<file path="src/rtl/reservation_station_pkg.sv">
// Shared widths and the entry record for the reservation station.
// Entry widths are fixed here; the top-level width parameters default to them.
package reservation_station_pkg;

  localparam int TAG_W     = 4;
  localparam int DATA_W    = 16;
  localparam int OPC_W     = 4;
  localparam int MAX_DEPTH = 8;
  localparam int RANK_W    = $clog2(MAX_DEPTH);

  typedef struct packed {
    logic              busy;
    logic [OPC_W-1:0]  opcode;
    logic [TAG_W-1:0]  tag;
    logic              a_valid;
    logic [DATA_W-1:0] a_value;
    logic [TAG_W-1:0]  a_owner;
    logic              b_valid;
    logic [DATA_W-1:0] b_value;
    logic [TAG_W-1:0]  b_owner;
    logic [RANK_W-1:0] rank;
  } rs_entry_t;

endpackage

</file>
<file path="src/rtl/reservation_station_select.sv">
// Combinational picker: among ready entries, grants the one with the lowest
// age rank. Ranks of occupied entries are unique, so the winner is unique.
module rs_select
  import reservation_station_pkg::*;
#(
  parameter int DEPTH = 4
) (
  input  logic [DEPTH-1:0]              i_ready,
  input  logic [DEPTH-1:0][RANK_W-1:0]  i_rank,
  output logic                          o_valid,
  output logic [DEPTH-1:0]              o_grant,
  output logic [$clog2(DEPTH)-1:0]      o_index
);

  localparam int IDX_W = $clog2(DEPTH);

  logic [RANK_W-1:0] w_best;

  // NOTE: always_comb uses blocking assignments with a default for every
  // output first, so no path leaves a variable unassigned (no latch).
  always_comb begin
    o_valid = 1'b0;
    o_index = '0;
    w_best  = '0;
    for (int i = 0; i < DEPTH; i++) begin
      if (i_ready[i] && (!o_valid || (i_rank[i] < w_best))) begin
        o_valid = 1'b1;
        o_index = IDX_W'(i);
        w_best  = i_rank[i];
      end
    end
    o_grant = o_valid ? (DEPTH'(1) << o_index) : '0;
  end

endmodule

</file>
<file path="src/rtl/reservation_station.sv">
// Reservation station: holds dispatched ops until both operands are valid
// (directly or via CDB wakeup) and issues the oldest ready op.
module reservation_station
  import reservation_station_pkg::*;
#(
  parameter int DEPTH  = 4,
  parameter int TAG_W  = reservation_station_pkg::TAG_W,
  parameter int DATA_W = reservation_station_pkg::DATA_W
) (
  input  logic                     clk,
  input  logic                     rst,
  input  logic                     flush,
  input  logic                     in_valid,
  input  logic [OPC_W-1:0]         in_opcode,
  input  logic [TAG_W-1:0]         in_tag,
  input  logic                     in_a_valid,
  input  logic [DATA_W-1:0]        in_a_value,
  input  logic [TAG_W-1:0]         in_a_owner,
  input  logic                     in_b_valid,
  input  logic [DATA_W-1:0]        in_b_value,
  input  logic [TAG_W-1:0]         in_b_owner,
  output logic                     full,
  output logic [$clog2(DEPTH):0]   count,
  input  logic                     cdb_valid,
  input  logic [TAG_W-1:0]         cdb_tag,
  input  logic [DATA_W-1:0]        cdb_value,
  output logic                     issue_valid,
  input  logic                     issue_ready,
  output logic [OPC_W-1:0]         issue_opcode,
  output logic [TAG_W-1:0]         issue_tag,
  output logic [DATA_W-1:0]        issue_a,
  output logic [DATA_W-1:0]        issue_b
);

  localparam int IDX_W = $clog2(DEPTH);
  localparam int CNT_W = IDX_W + 1;

  rs_entry_t                    r_ent [DEPTH];
  logic [DEPTH-1:0]             w_ready;
  logic [DEPTH-1:0][RANK_W-1:0] w_rank;
  logic [DEPTH-1:0]             w_grant;
  logic [DEPTH-1:0]             w_free_oh;
  logic                         w_free_found;
  logic [IDX_W-1:0]             w_sel;
  logic                         w_fire;
  logic                         w_accept;
  logic                         w_a_hit;
  logic                         w_b_hit;
  logic [RANK_W-1:0]            w_leave_rank;
  rs_entry_t                    w_new;

  always_comb begin
    count        = '0;
    w_free_oh    = '0;
    w_free_found = 1'b0;
    for (int i = 0; i < DEPTH; i++) begin
      w_ready[i] = r_ent[i].busy && r_ent[i].a_valid && r_ent[i].b_valid;
      w_rank[i]  = r_ent[i].rank;
      count      = count + CNT_W'(r_ent[i].busy);
      if (!r_ent[i].busy && !w_free_found) begin
        w_free_oh[i] = 1'b1;
        w_free_found = 1'b1;
      end
    end
  end

  assign full = (count == CNT_W'(DEPTH));

  rs_select #(.DEPTH(DEPTH)) u_select (
    .i_ready (w_ready),
    .i_rank  (w_rank),
    .o_valid (issue_valid),
    .o_grant (w_grant),
    .o_index (w_sel)
  );

  assign issue_opcode = r_ent[w_sel].opcode;
  assign issue_tag    = r_ent[w_sel].tag;
  assign issue_a      = r_ent[w_sel].a_value;
  assign issue_b      = r_ent[w_sel].b_value;

  assign w_fire       = issue_valid && issue_ready;
  assign w_accept     = in_valid && !full && !flush;
  assign w_leave_rank = r_ent[w_sel].rank;
  assign w_a_hit      = cdb_valid && !in_a_valid && (in_a_owner == cdb_tag);
  assign w_b_hit      = cdb_valid && !in_b_valid && (in_b_owner == cdb_tag);

  // A new entry is conceptually appended at rank=count and shifts down with
  // everyone else when an older entry issues in the same cycle.
  always_comb begin
    w_new         = '0;
    w_new.busy    = 1'b1;
    w_new.opcode  = in_opcode;
    w_new.tag     = in_tag;
    w_new.a_valid = in_a_valid || w_a_hit;
    w_new.a_value = w_a_hit ? cdb_value : in_a_value;
    w_new.a_owner = in_a_owner;
    w_new.b_valid = in_b_valid || w_b_hit;
    w_new.b_value = w_b_hit ? cdb_value : in_b_value;
    w_new.b_owner = in_b_owner;
    w_new.rank    = RANK_W'(count) - RANK_W'(w_fire);
  end

  // NOTE: sequential state uses non-blocking assignments only. Reset and flush
  // clear just the busy bits; payload of a free entry is never observed.
  always_ff @(posedge clk) begin
    if (rst || flush) begin
      for (int i = 0; i < DEPTH; i++) r_ent[i].busy <= 1'b0;
    end else begin
      for (int i = 0; i < DEPTH; i++) begin
        if (w_fire && w_grant[i]) begin
          r_ent[i].busy <= 1'b0;
        end else if (r_ent[i].busy) begin
          if (w_fire && (r_ent[i].rank > w_leave_rank))
            r_ent[i].rank <= r_ent[i].rank - RANK_W'(1);
          if (cdb_valid && !r_ent[i].a_valid && (r_ent[i].a_owner == cdb_tag)) begin
            r_ent[i].a_valid <= 1'b1;
            r_ent[i].a_value <= cdb_value;
          end
          if (cdb_valid && !r_ent[i].b_valid && (r_ent[i].b_owner == cdb_tag)) begin
            r_ent[i].b_valid <= 1'b1;
            r_ent[i].b_value <= cdb_value;
          end
        end else if (w_accept && w_free_oh[i]) begin
          r_ent[i] <= w_new;
        end
      end
    end
  end

endmodule

</file>
<file path="config.mk">
export PLATFORM = sky130hd
export DESIGN_NAME = reservation_station
export DESIGN_NICKNAME = d
export VERILOG_FILES = /design/src/rtl/reservation_station_pkg.sv /design/src/rtl/reservation_station_select.sv /design/src/rtl/reservation_station.sv
export SDC_FILE = /design/constraint.sdc
export NUM_CORES = 1
export LEC_CHECK = 0
export BUFFER_PORTS_ARGS = -buffer_cell sky130_fd_sc_hd__buf_2
export CAP_MARGIN = 10
export CORE_MARGIN = 2
export CORE_UTILIZATION = 45
export DETAILED_ROUTE_END_ITERATION = 8
export PLACE_DENSITY_LB_ADDON = 0.1
export RECOVER_POWER = 25
export SYNTH_ARGS = -nofsm -noshare
export SYNTH_HDL_FRONTEND = slang
export SYNTH_SLANG_ARGS = --single-unit
</file>
<file path="constraint.sdc">
create_clock -name clk -period 8.6 [get_ports clk]
set_clock_uncertainty 0.15 [all_clocks]
set_input_delay 2.58 -clock clk [delete_from_list [all_inputs] [get_ports clk]]
set_output_delay 2.58 -clock clk [all_outputs]
set_load 0.05 [all_outputs]
</file>
==> Implementation_results.wiki, run 1 <==
{| class="wikitable"
! Metric !! Value
|-
| Crit path largest cell delay || between 0.4 and 0.5 ns
|-
| Source of the worst hold timing path || r_ent[1][0]
|-
| Post-synth ARST share || 0
|-
| Number of vias in the routed layout || ~7500
|-
| Clock Root Buffer || clkbuf_16
|-
| Full die area || approximately 26000 um2
|-
| Port Buffer Count || 120
|-
| Count of final max-slew check failures || 0
|-
| Status || finished clean
|-
| Top area cells in the synthesized netlist || edfxtp_1 59%, mux2_2 11%, a221o_1 3.7%
|-
| Detail-routed net length per standard cell || approximately 22 um
|-
| Cell internal pwr || 0.001765 W
|-
| First DRT Iteration DRCs || roughly 640
|-
| Clock tree from TritonCTS || built
|-
| Width of the die || between 150 and 200 um
|-
| Largest net degree at the start of global routing || 55
|-
| Most used standard cell by instance count after synthesis || edfxtp_1
|-
| Critical path class || register to primary output
|-
| Number of iterations in the first detailed-routing pass || 5
|-
| Starting density of the core || 0.4540
|-
| Maximum capacitance violations || 0
|-
| Synth Cell Area || approximately 11000 um2
|-
| Proportion of netlist area held by the largest area contributor || 0.5927
|-
| Clk sinks || roughly 220
|-
| Gate power share || 0.071
|-
| Largest registers || r_ent: 216 flops
|-
| Post-synth net total || between 900 and 1000
|-
| Maximum buffer depth of the clock tree || 3
|-
| Number of nets still failing antenna checks after routing || 0
|-
| Number of cells on the critical path || 25
|-
| Cell at the slowest stage of the critical path || a221o_2
|-
| Gr usage total || 0.2201
|-
| Max Fclk || 0.1212 GHz
|-
| Detailed-route wire length || just under 30 mm
|-
| Register containing the most flip-flops in the final layout || r_ent
|-
| Min-delay worst type || register to register
|-
| Filler cell count in the final layout || roughly 2100
|-
| List of most frequent post-synthesis cells || 216 x edfxtp_1, 108 x mux2_2, 68 x nand2_1
|-
| Post-route clock period utilization || 0.9595
|-
| Number of antenna violations at the first check in global routing || 4
|-
| Later-pin clock latency in the skew report || 0.53 ns
|-
| Routability congestion estimate from global placement || between 0.9 and 1
|-
| Sum of negative setup slack || 0 ns
|-
| DRC Markers || 0
|-
| Vias per std cell || 5.749
|-
| Clock group share of total power || 0.416
|-
| Number of flip-flops in the largest register || approximately 220
|-
| Total I/O pin count || roughly 120
|-
| Arr. time, crit path || 5.52 ns
|-
| End point of the worst hold path || r_ent[1][0]
|-
| Buf/Inv on CP || 4
|-
| Final hold violation count || 0
|-
| Element type at the critical path end || primary output
|-
| First-pass GRT wire length || 43.50 mm
|-
| Global-route congestion overflow total || 0
|-
| Number of buffers added by the clock tree synthesis step || 25
|-
| Total half-perimeter wirelength after legalization and detailed placement || 18.77 mm
|-
| Leakage power || between 4 and 5 nW
|-
| Vertical die dimension || between 150 and 200 um
|-
| Fraction of the yosys area taken by sequential cells || 0.5927
|-
| Gate Count Post-Synth || ~830
|-
| Row count || 57
|-
| Number of synthesized register bits || approximately 220
|-
| Max FO, Critical Path || 27
|-
| Type of element launching the critical path || register
|-
| Hold-critical path depth || 1
|-
| Number of enable flip-flop cells after synthesis || approximately 220
|-
| Power Density || around 180 nW/um2
|-
| Slew of the pin with the lowest slew margin || 1.218 ns
|-
| Data required time at the worst endpoint || 5.87 ns
|-
| Max-Slew Margin vs Limit || 0.1882
|-
| Sequential cell area || around 6500 um2
|-
| R2R depth || 28
|-
| Most used flip-flop cell after synthesis || edfxtp_1
|-
| Yosys warns || 0
|-
| Vias in the first global route || 7245
|-
| Share of final-layout standard cells stronger than drive strength 1 || 0.3487
|-
| Synth area leader || edfxtp_1
|-
| Fraction of power spent switching nets || 0.2317
|-
| Most repeated library cell on the critical path || ha_1
|-
| Number of nets in the layout || ~1100
|-
| Floorplan core area || 24110 um2
|-
| Sequential group share of total power || 0.512
|-
| Count of H-tree levels built during CTS || 1
|-
| Post-Syn Area per Cell || ~13 um2
|-
| Unique masters post-synth || 64
|-
| Crit path time final || 8.252 ns
|-
| Total power after layout || 0.002297 W
|-
| Setup repair after global routing missed its margin || no
|-
| Crit Reg-Reg Endpoint || r_ent[1][2]
|-
| Area of combinational cells with multiple inputs || about 4300 um2
|-
| R2r setup slk || roughly 1.8 ns
|-
| Setup-violating endpoint count in the final report || 0
|-
| Peak ir drop on the vdd network || between 0.1 and 0.15 mV
|-
| Startpoint of the worst-slack reg-to-reg timing path || r_ent[0][44]
|-
| Kind of cell with the highest combined delay on the critical path || compound AO/OA/AOI/OAI gates
|-
| Area added between synthesis and finish || 17.99%
|-
| Clock edge transition at the registers on the reported setup and hold paths || about 0.050 ns
|-
| Sw power || ~0.00053 W
|}
-- layout make-up --
| class | count | area share |
|---|---|---|
| inverter | 24 | 0.006976 |
| clock buffer | 27 | 0.04903 |
| antenna | 2 | 0.0003876 |
| multi-input combinational | 541 | 0.3355 |
| clock inverter | 15 | 0.006492 |
| sequential | 216 | 0.5023 |
| tap | 324 | 0.03139 |
| timing repair buffer | 152 | 0.06792 |
-- power by group through the flow --
stage | logic (W) | registers [W] | clock network [W]
6_report | 0.000164 | 0.00118 | 0.000956
5_1_grt | 0.000178 | 0.00118 | 0.00101
4_1_cts | 0.000167 | 0.00118 | 0.000970
3_5_place_dp | 0.000166 | 0.00120 | 0
3_3_place_gp | 0.000165 | 0.00120 | 0
2_1_floorplan | 0.000102 | 0.00120 | 0
-- repair_timing --
action                                 CTS  global route
cloned                                   0             2
endpoints found under the hold margin    0             0
hold buffers                             0             0
buffers inserted                         0             5
pin swaps                                0             4
setup endpoints to repair               40            40
gates resized for setup                  2             7
-- worst register-to-register path, delay by kind of cell (launching register included) --
kind	cells	cell delay, ns
buffers and inverters	2	0.33
and+or+nand+nor	8	1.34
AOI/OAI and AO/OA	14	3.03
DFF	1	0.38
adders and majority gates	4	1.25
-- how the worst max path moves through the flow --
stage / from / to / slack [ns]
after floorplan: r_ent[0][53] / issue_a[0] / 0.003
after global placement: r_ent[0][23] / issue_a[0] / 0.54
after detailed placement: r_ent[0][23] / issue_a[0] / 0.42
after CTS: r_ent[0][44] / issue_a[0] / 0.02
after global routing: r_ent[0][44] / issue_a[1] / 0.05
final: r_ent[0][44] / issue_a[4] / 0.35
-- metrics by stage --
step / hold slack [ns] / instance area, um2 / util / setup WS (ns) / std cells
detailed placement: 0.4953 / 12120 / 0.5030 / 0.4200 / 1250
global placement: 0.4834 / 12120 / 0.5030 / 0.5382 / 1250
CTS: 0.5079 / 12840 / 0.5328 / 0.02174 / 1292
finish: 0.5060 / 12910 / 0.5357 / 0.3480 / 1301
global route: 0.5319 / 12910 / 0.5356 / 0.04742 / 1300
floorplan: 0.4168 / 10990 / - / 0.002969 / 825
-- routing by layer --
metal  up-vias  routed length, um  GRT usage
li1       3492                  -          -
met1      3708              13060     0.3115
met2       227              13860     0.3556
met3        49               1362    0.03481
met4         4                682    0.05979
met5         -                 21          0
-- layout by cell type (no fill, tap or decap), types with 4 or more instances in the layout --
cell type / netlist / routed
o41ai_1: 6 / 4
o21ai_0: 9 / 8
nor3_1: 10 / 9
edfxtp_1: 216 / 216
ha_1: 18 / 18
a31oi_1: 4 / 4
nand2_1: 68 / 67
buf_4: 1 / 23
inv_1: 21 / 21
mux2i_1: 7 / 7
a21oi_1: 54 / 52
a221o_2: 0 / 38
clkinv_2: 0 / 6
a21boi_2: 1 / 4
mux2_1: 20 / 20
nand3_1: 59 / 59
mux2_2: 108 / 108
xor2_1: 13 / 13
clkbuf_1: 32 / 23
clkinv_1: 2 / 9
nand2b_1: 5 / 5
buf_2: 9 / 103
a211oi_1: 7 / 6
clkbuf_16: 0 / 27
xnor2_1: 26 / 26
nor2_1: 26 / 23
-- kinds of logic after synthesis --
logic type,Yosys count,synth area share
DFF,216,0.5927
buffers and inverters,68,0.02538
muxes,135,0.1381
AOI/OAI and AO/OA,161,0.1117
xor gates and xnor gates,39,0.03121
and+or+nand+nor,187,0.07854
adders and majority gates,19,0.02241
Note: power is estimated with default switching activity, not from simulation.
==> inputs of run 2 (changes only) <==
CORE_UTILIZATION = 53   (was 45)
==> run 2 against run 1 <==
  * Worst hold slack got worse by 0.032 ns
  * Wire length rose by 1.2%
  * Sequential power barely moved
  * Clock power rose by 15%
  * Via count rose by 2.6%
  * First-iteration DRC count fell by 12%
  * Total power rose by 6.3%
  * Maximum frequency fell by 0.81%
  * Largest cell class unchanged
  * Largest power group unchanged
==> Implementation_results.wiki, run 2 (synthesis gave the netlist of run 1 again) <==
{| class="wikitable"
! Metric !! Value
|-
| Status || finished clean
|-
| Slew of the pin with the lowest slew margin || around 1.3 ns
|-
| Gr usage total || 0.2634
|-
| Largest registers || r_ent: 216 flops
|-
| Register containing the most flip-flops in the final layout || r_ent
|-
| Startpoint of the worst-slack reg-to-reg timing path || r_ent[0][53]
|-
| Crit path time final || slightly above 8 ns
|-
| Width of the die || 147.7 um
|-
| Placed cell count || roughly 1200
|-
| Cell at the slowest stage of the critical path || edfxtp_1
|-
| Clock edge transition at the registers on the reported setup and hold paths || around 0.060 ns
|-
| Vias per std cell || roughly 6.1
|-
| Starting density of the core || 0.5409
|-
| Number of hold buffers added after CTS || 0
|-
| Number of iterations in the first detailed-routing pass || 5
|-
| Vertical die dimension || around 150 um
|-
| Fin worst setup slack || around 0.28 ns
|-
| First-pass GRT wire length || between 40 and 50 mm
|-
| Power Density || ~190 nW/um2
|-
| Max FO, Critical Path || 21
|-
| Min-delay worst type || register to register
|-
| Port Buffer Count || between 100 and 150
|-
| Post-route core utilization || 0.6455
|-
| Crit Reg-Reg Endpoint || r_ent[0][2]
|-
| Data required time at the worst endpoint || around 5.9 ns
|-
| Max Fclk || ~0.12 GHz
|-
| Number of buffers added by the clock tree synthesis step || 23
|-
| Detail-routed net length per standard cell || approximately 23 um
|-
| Number of vias in the routed layout || between 7000 and 8000
|-
| Maximum capacitance violations || 0
|-
| Type of element launching the critical path || register
|-
| Global-route congestion overflow total || 0
|-
| Later-pin clock latency in the skew report || 0.51 ns
|-
| Floorplan core area || 20230 um2
|-
| Largest net degree at the start of global routing || 52
|-
| Clk sinks || about 220
|-
| Filler cell count in the final layout || about 1500
|-
| Number of nets in the layout || roughly 1100
|-
| Share of final-layout standard cells stronger than drive strength 1 || 0.3501
|-
| End point of the worst hold path || r_ent[1][0]
|-
| Row count || 52
|-
| Total I/O pin count || roughly 120
|-
| Clock tree from TritonCTS || built
|-
| Setup-violating endpoint count in the final report || 0
|-
| Most used cells in the layout excluding fill and tap cells || 216 x edfxtp_1, 108 x mux2_2, 80 x buf_2, 67 x nand2_1, 59 x nand3_1
|-
| Arr. time, crit path || 5.59 ns
|-
| Number of flip-flops in the largest register || around 220
|-
| Leakage power || about 4.6 nW
|-
| Critical path class || register to primary output
|-
| Number of antenna violations at the first check in global routing || 3
|-
| Count of final max-slew check failures || 0
|-
| Leading cell type in the layout, fill and taps excluded || edfxtp_1
|-
| Detailed-route wire length || 29.35 mm
|-
| Peak ir drop on the vdd network || 0.1513 mV
|-
| Final hold violation count || 0
|-
| Hold-critical path depth || 1
|-
| Max-Slew Margin vs Limit || 0.1006
|-
| Maximum buffer depth of the clock tree || 3
|-
| R2r setup slk || 1.37 ns
|-
| Sequential cell area || 6486 um2
|-
| Area of combinational cells with multiple inputs || ~4300 um2
|-
| Post-route clock period utilization || 0.9674
|-
| Setup slack at placement || 0.3174 ns
|-
| DRC Markers || 0
|-
| R2R depth || 28
|-
| Source of the worst hold timing path || r_ent[1][0]
|-
| Number of standard cells in the layout, taps in and fillers out || between 1000 and 1500
|-
| Routability congestion estimate from global placement || ~0.83
|-
| Clock Root Buffer || clkbuf_16
|-
| Crit path largest cell delay || between 0.4 and 0.5 ns
|-
| Element type at the critical path end || primary output
|-
| Number of nets still failing antenna checks after routing || 0
|-
| First DRT Iteration DRCs || around 570
|-
| Area added between synthesis and finish || 19.34%
|-
| Total half-perimeter wirelength after legalization and detailed placement || 19.38 mm
|-
| Full die area || roughly 22000 um2
|-
| Count of H-tree levels built during CTS || 1
|-
| Vias in the first global route || between 7000 and 8000
|}
[run 2: worst max-delay path by stage]
stage	start	to	slack (ns)
CTS	r_ent[0][53]	issue_b[5]	0.02
global placement	r_ent[0][53]	issue_a[4]	0.49
floorplan	r_ent[0][53]	issue_a[0]	0.003
finish	r_ent[0][53]	issue_a[6]	0.28
global route	r_ent[0][53]	issue_a[2]	-0.02
detailed placement	r_ent[0][53]	issue_b[15]	0.32
[run 2: through the flow]
step	total power, W	hold slack [ns]	cell area, um2	TNS, ns
floorplan	0.001300	0.4168	10990	0
global placement	0.001359	0.4372	12040	0
detailed placement	0.001366	0.4605	12040	0
CTS	0.002451	0.4693	12920	0
global route	0.002510	0.5139	13060	-0.2626
finish	0.002441	0.4738	13060	0
[run 2: layer usage]
metal / vias to the layer above / part of all wire / GRT usage
li1: 3491 / - / -
met1: 3833 / 0.41 / 0.3429
met2: 307 / 0.49 / 0.4537
met3: 42 / 0.070 / 0.04907
met4: 0 / 0.023 / 0.07500
met5: - / 0 / 0
[run 2: area by class of cell]
| class | count | area share |
|---|---|---|
| sequential | 216 | 0.4966 |
| timing repair buffer | 154 | 0.07462 |
| inverter | 24 | 0.006897 |
| tap | 270 | 0.02586 |
| clock buffer | 24 | 0.04435 |
| clock inverter | 18 | 0.02002 |
| multi-input combinational | 541 | 0.3313 |
| antenna | 2 | 0.0003832 |
[run 2: timing repair]
item,in CTS,in global routing
gates cloned,1,3
buffers inserted,2,5
setup endpoints to repair,40,40
pin swaps,2,3
resized for setup,5,32
[run 2: report_power, final]
part | internal, W | switching (W) | total (W) | leakage [nW]
clock | 0.000698 | 0.000398 | 0.00110 | 0.413
combinational | 0.0000661 | 0.000102 | 0.000168 | 2.18
sequential | 0.00117 | 0.00000603 | 0.00118 | 1.98
[run 2: worst max-delay path, delay by kind of cell, from the launching register on]
family / cells / cell delay (ns)
adders and majority gates: 3 / 0.85
and+or+nand+nor: 8 / 1.16
buffers and inverters: 3 / 0.53
AOI/OAI and AO/OA: 11 / 2.07
DFF: 1 / 0.45
==> inputs of run 3 (changes only) <==
clock period = 6.7 ns   (was 8.6 ns; I/O delays follow)
==> run 3 against run 2 <==
  * The flow now finishes with violations (setup timing)
  * Combinational power up 42%
  * Count of clock-buffer cells in the layout up 4
  * Final area up 11%
  * Die area unchanged
  * Cell count up 8.2%
  * Critical path depth up 1
  * Non-clock buffer count up 105
  * Register-to-register slack worse by 1.2 ns
  * Largest power group unchanged
==> Implementation_results.wiki, run 3 (synthesis gave the netlist of run 1 again) <==
{| class="wikitable"
! Metric !! Value
|-
| Status || finished with violations
|-
| Failing checks || setup timing
|-
| Post-route cell area || approximately 14000 um2
|-
| Sequential cell area || 6486 um2
|-
| Slew of the pin with the lowest slew margin || around 1.4 ns
|-
| Arr. time, crit path || about 5.3 ns
|-
| Setup repair after global routing missed its margin || yes
|-
| Gr usage total || 0.2950
|-
| Most used cells in the layout excluding fill and tap cells || 216 x edfxtp_1, 119 x buf_4, 108 x mux2_2, 63 x buf_2, 62 x nand2_1
|-
| Largest registers || r_ent: 216 flops
|-
| Total power after layout || 0.003005 W
|-
| Number of vias in the routed layout || around 8300
|-
| Capturing element of the worst setup path || issue_a[4]
|-
| Data required time at the worst endpoint || ~4.5 ns
|-
| Number of nets in the layout || 1161
|-
| Largest net degree at the start of global routing || between 40 and 50
|-
| Fin worst setup slack || -0.7648 ns
|-
| Routed wl met3 || around 2.6 mm
|-
| R2r setup slk || 0.18 ns
|-
| Port Buffer Count || between 100 and 150
|-
| Leakage power || about 5.2 nW
|-
| Number of buffers added by the clock tree synthesis step || 24
|-
| Peak ir drop on the vdd network || 0.1863 mV
|-
| Filler cell count in the final layout || ~1400
|-
| Vias in the first global route || between 8000 and 9000
|-
| Width of the die || 147.7 um
|-
| Number of nets still failing antenna checks after routing || 0
|-
| Final hold violation count || 0
|-
| Global-route congestion overflow total || 0
|-
| Leading cell type in the layout, fill and taps excluded || edfxtp_1
|-
| Count of final max-slew check failures || 0
|-
| Vertical die dimension || about 150 um
|-
| DRC Markers || 0
|-
| Detail-routed net length per standard cell || ~24 um
|-
| Setup-violating endpoint count in the final report || 40
|-
| Row count || 52
|-
| Full die area || between 20000 and 25000 um2
|-
| Number of antenna violations at the first check in global routing || 2
|-
| Number of hold buffers added after CTS || 0
|-
| Element type at the critical path end || primary output
|-
| Count of H-tree levels built during CTS || 1
|-
| Area added between synthesis and finish || 32.37%
|-
| Max Fclk || around 0.13 GHz
|-
| Max-Slew Margin vs Limit || 0.04134
|-
| Detailed-route wire length || 32.80 mm
|-
| Register containing the most flip-flops in the final layout || r_ent
|-
| Post-route clock period utilization || 1.114
|-
| Vias per std cell || ~6.2
|-
| Crit Reg-Reg Endpoint || r_ent[1][0]
|-
| Clock edge transition at the registers on the reported setup and hold paths || 0.07 ns
|-
| Top routing layer in use || met5
|-
| Area of combinational cells with multiple inputs || 4664 um2
|-
| Routability congestion estimate from global placement || 0.9507
|-
| Maximum capacitance violations || 0
|-
| Power Density || between 200 and 250 nW/um2
|-
| R2R depth || 31
|-
| Floorplan core area || approximately 20000 um2
|-
| Maximum buffer depth of the clock tree || 3
|-
| Type of element launching the critical path || register
|-
| Min-delay worst type || register to register
|-
| Area after detailed placement || 12440 um2
|-
| Later-pin clock latency in the skew report || ~0.52 ns
|-
| Number of iterations in the first detailed-routing pass || 5
|-
| Clock Root Buffer || clkbuf_16
|-
| Share of final-layout standard cells stronger than drive strength 1 || 0.4524
|-
| Source of the worst hold timing path || r_ent[1][0]
|-
| First DRT Iteration DRCs || between 500 and 600
|-
| Starting density of the core || 0.5409
|-
| Critical Path Source || r_ent[0][53]
|-
| Cell at the slowest stage of the critical path || edfxtp_1
|-
| Routed wl met2 || between 15 and 20 mm
|-
| Startpoint of the worst-slack reg-to-reg timing path || r_ent[0][53]
|-
| Critical path class || register to primary output
|-
| First-pass GRT wire length || 48.92 mm
|-
| WL met1 || approximately 13 mm
|-
| Max FO, Critical Path || 5
|-
| Crit path largest cell delay || between 0.3 and 0.4 ns
|-
| Crit path time final || between 7 and 8 ns
|-
| Number of flip-flops in the largest register || approximately 220
|-
| Total half-perimeter wirelength after legalization and detailed placement || 19.81 mm
|-
| Total I/O pin count || around 120
|-
| Clk sinks || 216
|-
| Worst slack on hold paths || 0.5176 ns
|-
| Clock tree from TritonCTS || built
|}
-- run 3: cell types whose count changed in the layout (fill, tap and decap cells not counted), moves of 10 or more --
cell      previous run  this run
buf_4               22       119
clkbuf_4            24         0
buf_6                0        23
a21oi_1             51        29
buf_8                1        21
buf_2               80        63
a21oi_4              1        13
a21oi_2              2        12
-- run 3: per-stage QoR --
step / utilization / worst slack (ns) / std cells / TNS [ns]
floorplan: - / -0.4785 / 825 / -34.98
global placement: 0.6150 / -0.1929 / 1236 / -5.236
detailed placement: 0.6150 / -0.3911 / 1236 / -12.92
CTS: 0.6939 / -0.5363 / 1341 / -22.44
global route: 0.7159 / -0.9371 / 1352 / -36.98
finish: 0.7159 / -0.7648 / 1352 / -29.60
-- run 3: critical path, delay by kind of cell, from the launching register on --
| family | cells | cell delay, ns |
|---|---|---|
| AO/OA/AOI/OAI | 11 | 1.85 |
| flip-flops | 1 | 0.36 |
| AND/OR/NAND/NOR | 8 | 1.16 |
| adder cells (fa/ha/maj) | 3 | 0.79 |
| buffers and inverters | 4 | 0.59 |
-- run 3: power breakdown --
part           internal (W)  total (W)  switching [W]
Combinational     0.0000996   0.000238       0.000139
Clock              0.000730    0.00126       0.000527
Sequential          0.00150    0.00151     0.00000609
Total               0.00233    0.00301       0.000671
-- run 3: layer usage --
metal | up-vias | GRT usage
li1 | 3700 | -
met1 | 4195 | 0.3972
met2 | 383 | 0.5002
met3 | 67 | 0.04506
met4 | 2 | 0.08558
met5 | - | 0
-- run 3: layout make-up --
cell class	count	area share
Sequential cell	216	0.4477
Multi-Input combinational cell	541	0.3220
Timing Repair Buffer	259	0.1499
Clock buffer	28	0.04249
Tap cell	270	0.02332
Clock inverter	13	0.008205
Inverter	24	0.006219
Antenna cell	1	0.0001727
-- run 3: worst min-delay path by stage --
stage                       end  cells after the start
finish              r_ent[1][0]                      1
global route        r_ent[1][0]                      1
CTS                 r_ent[1][0]                      1
detailed placement  r_ent[1][0]                      1
global placement    r_ent[1][0]                      1
floorplan           r_ent[1][0]                      1
-- run 3: what timing repair did --
| action | CTS | global route |
|---|---|---|
| setup endpoints to repair | 40 | 52 |
| gates cloned | 2 | 5 |
| pin swaps | 7 | 18 |
| gates resized for setup | 103 | 69 |
| setup buffers | 62 | 13 |
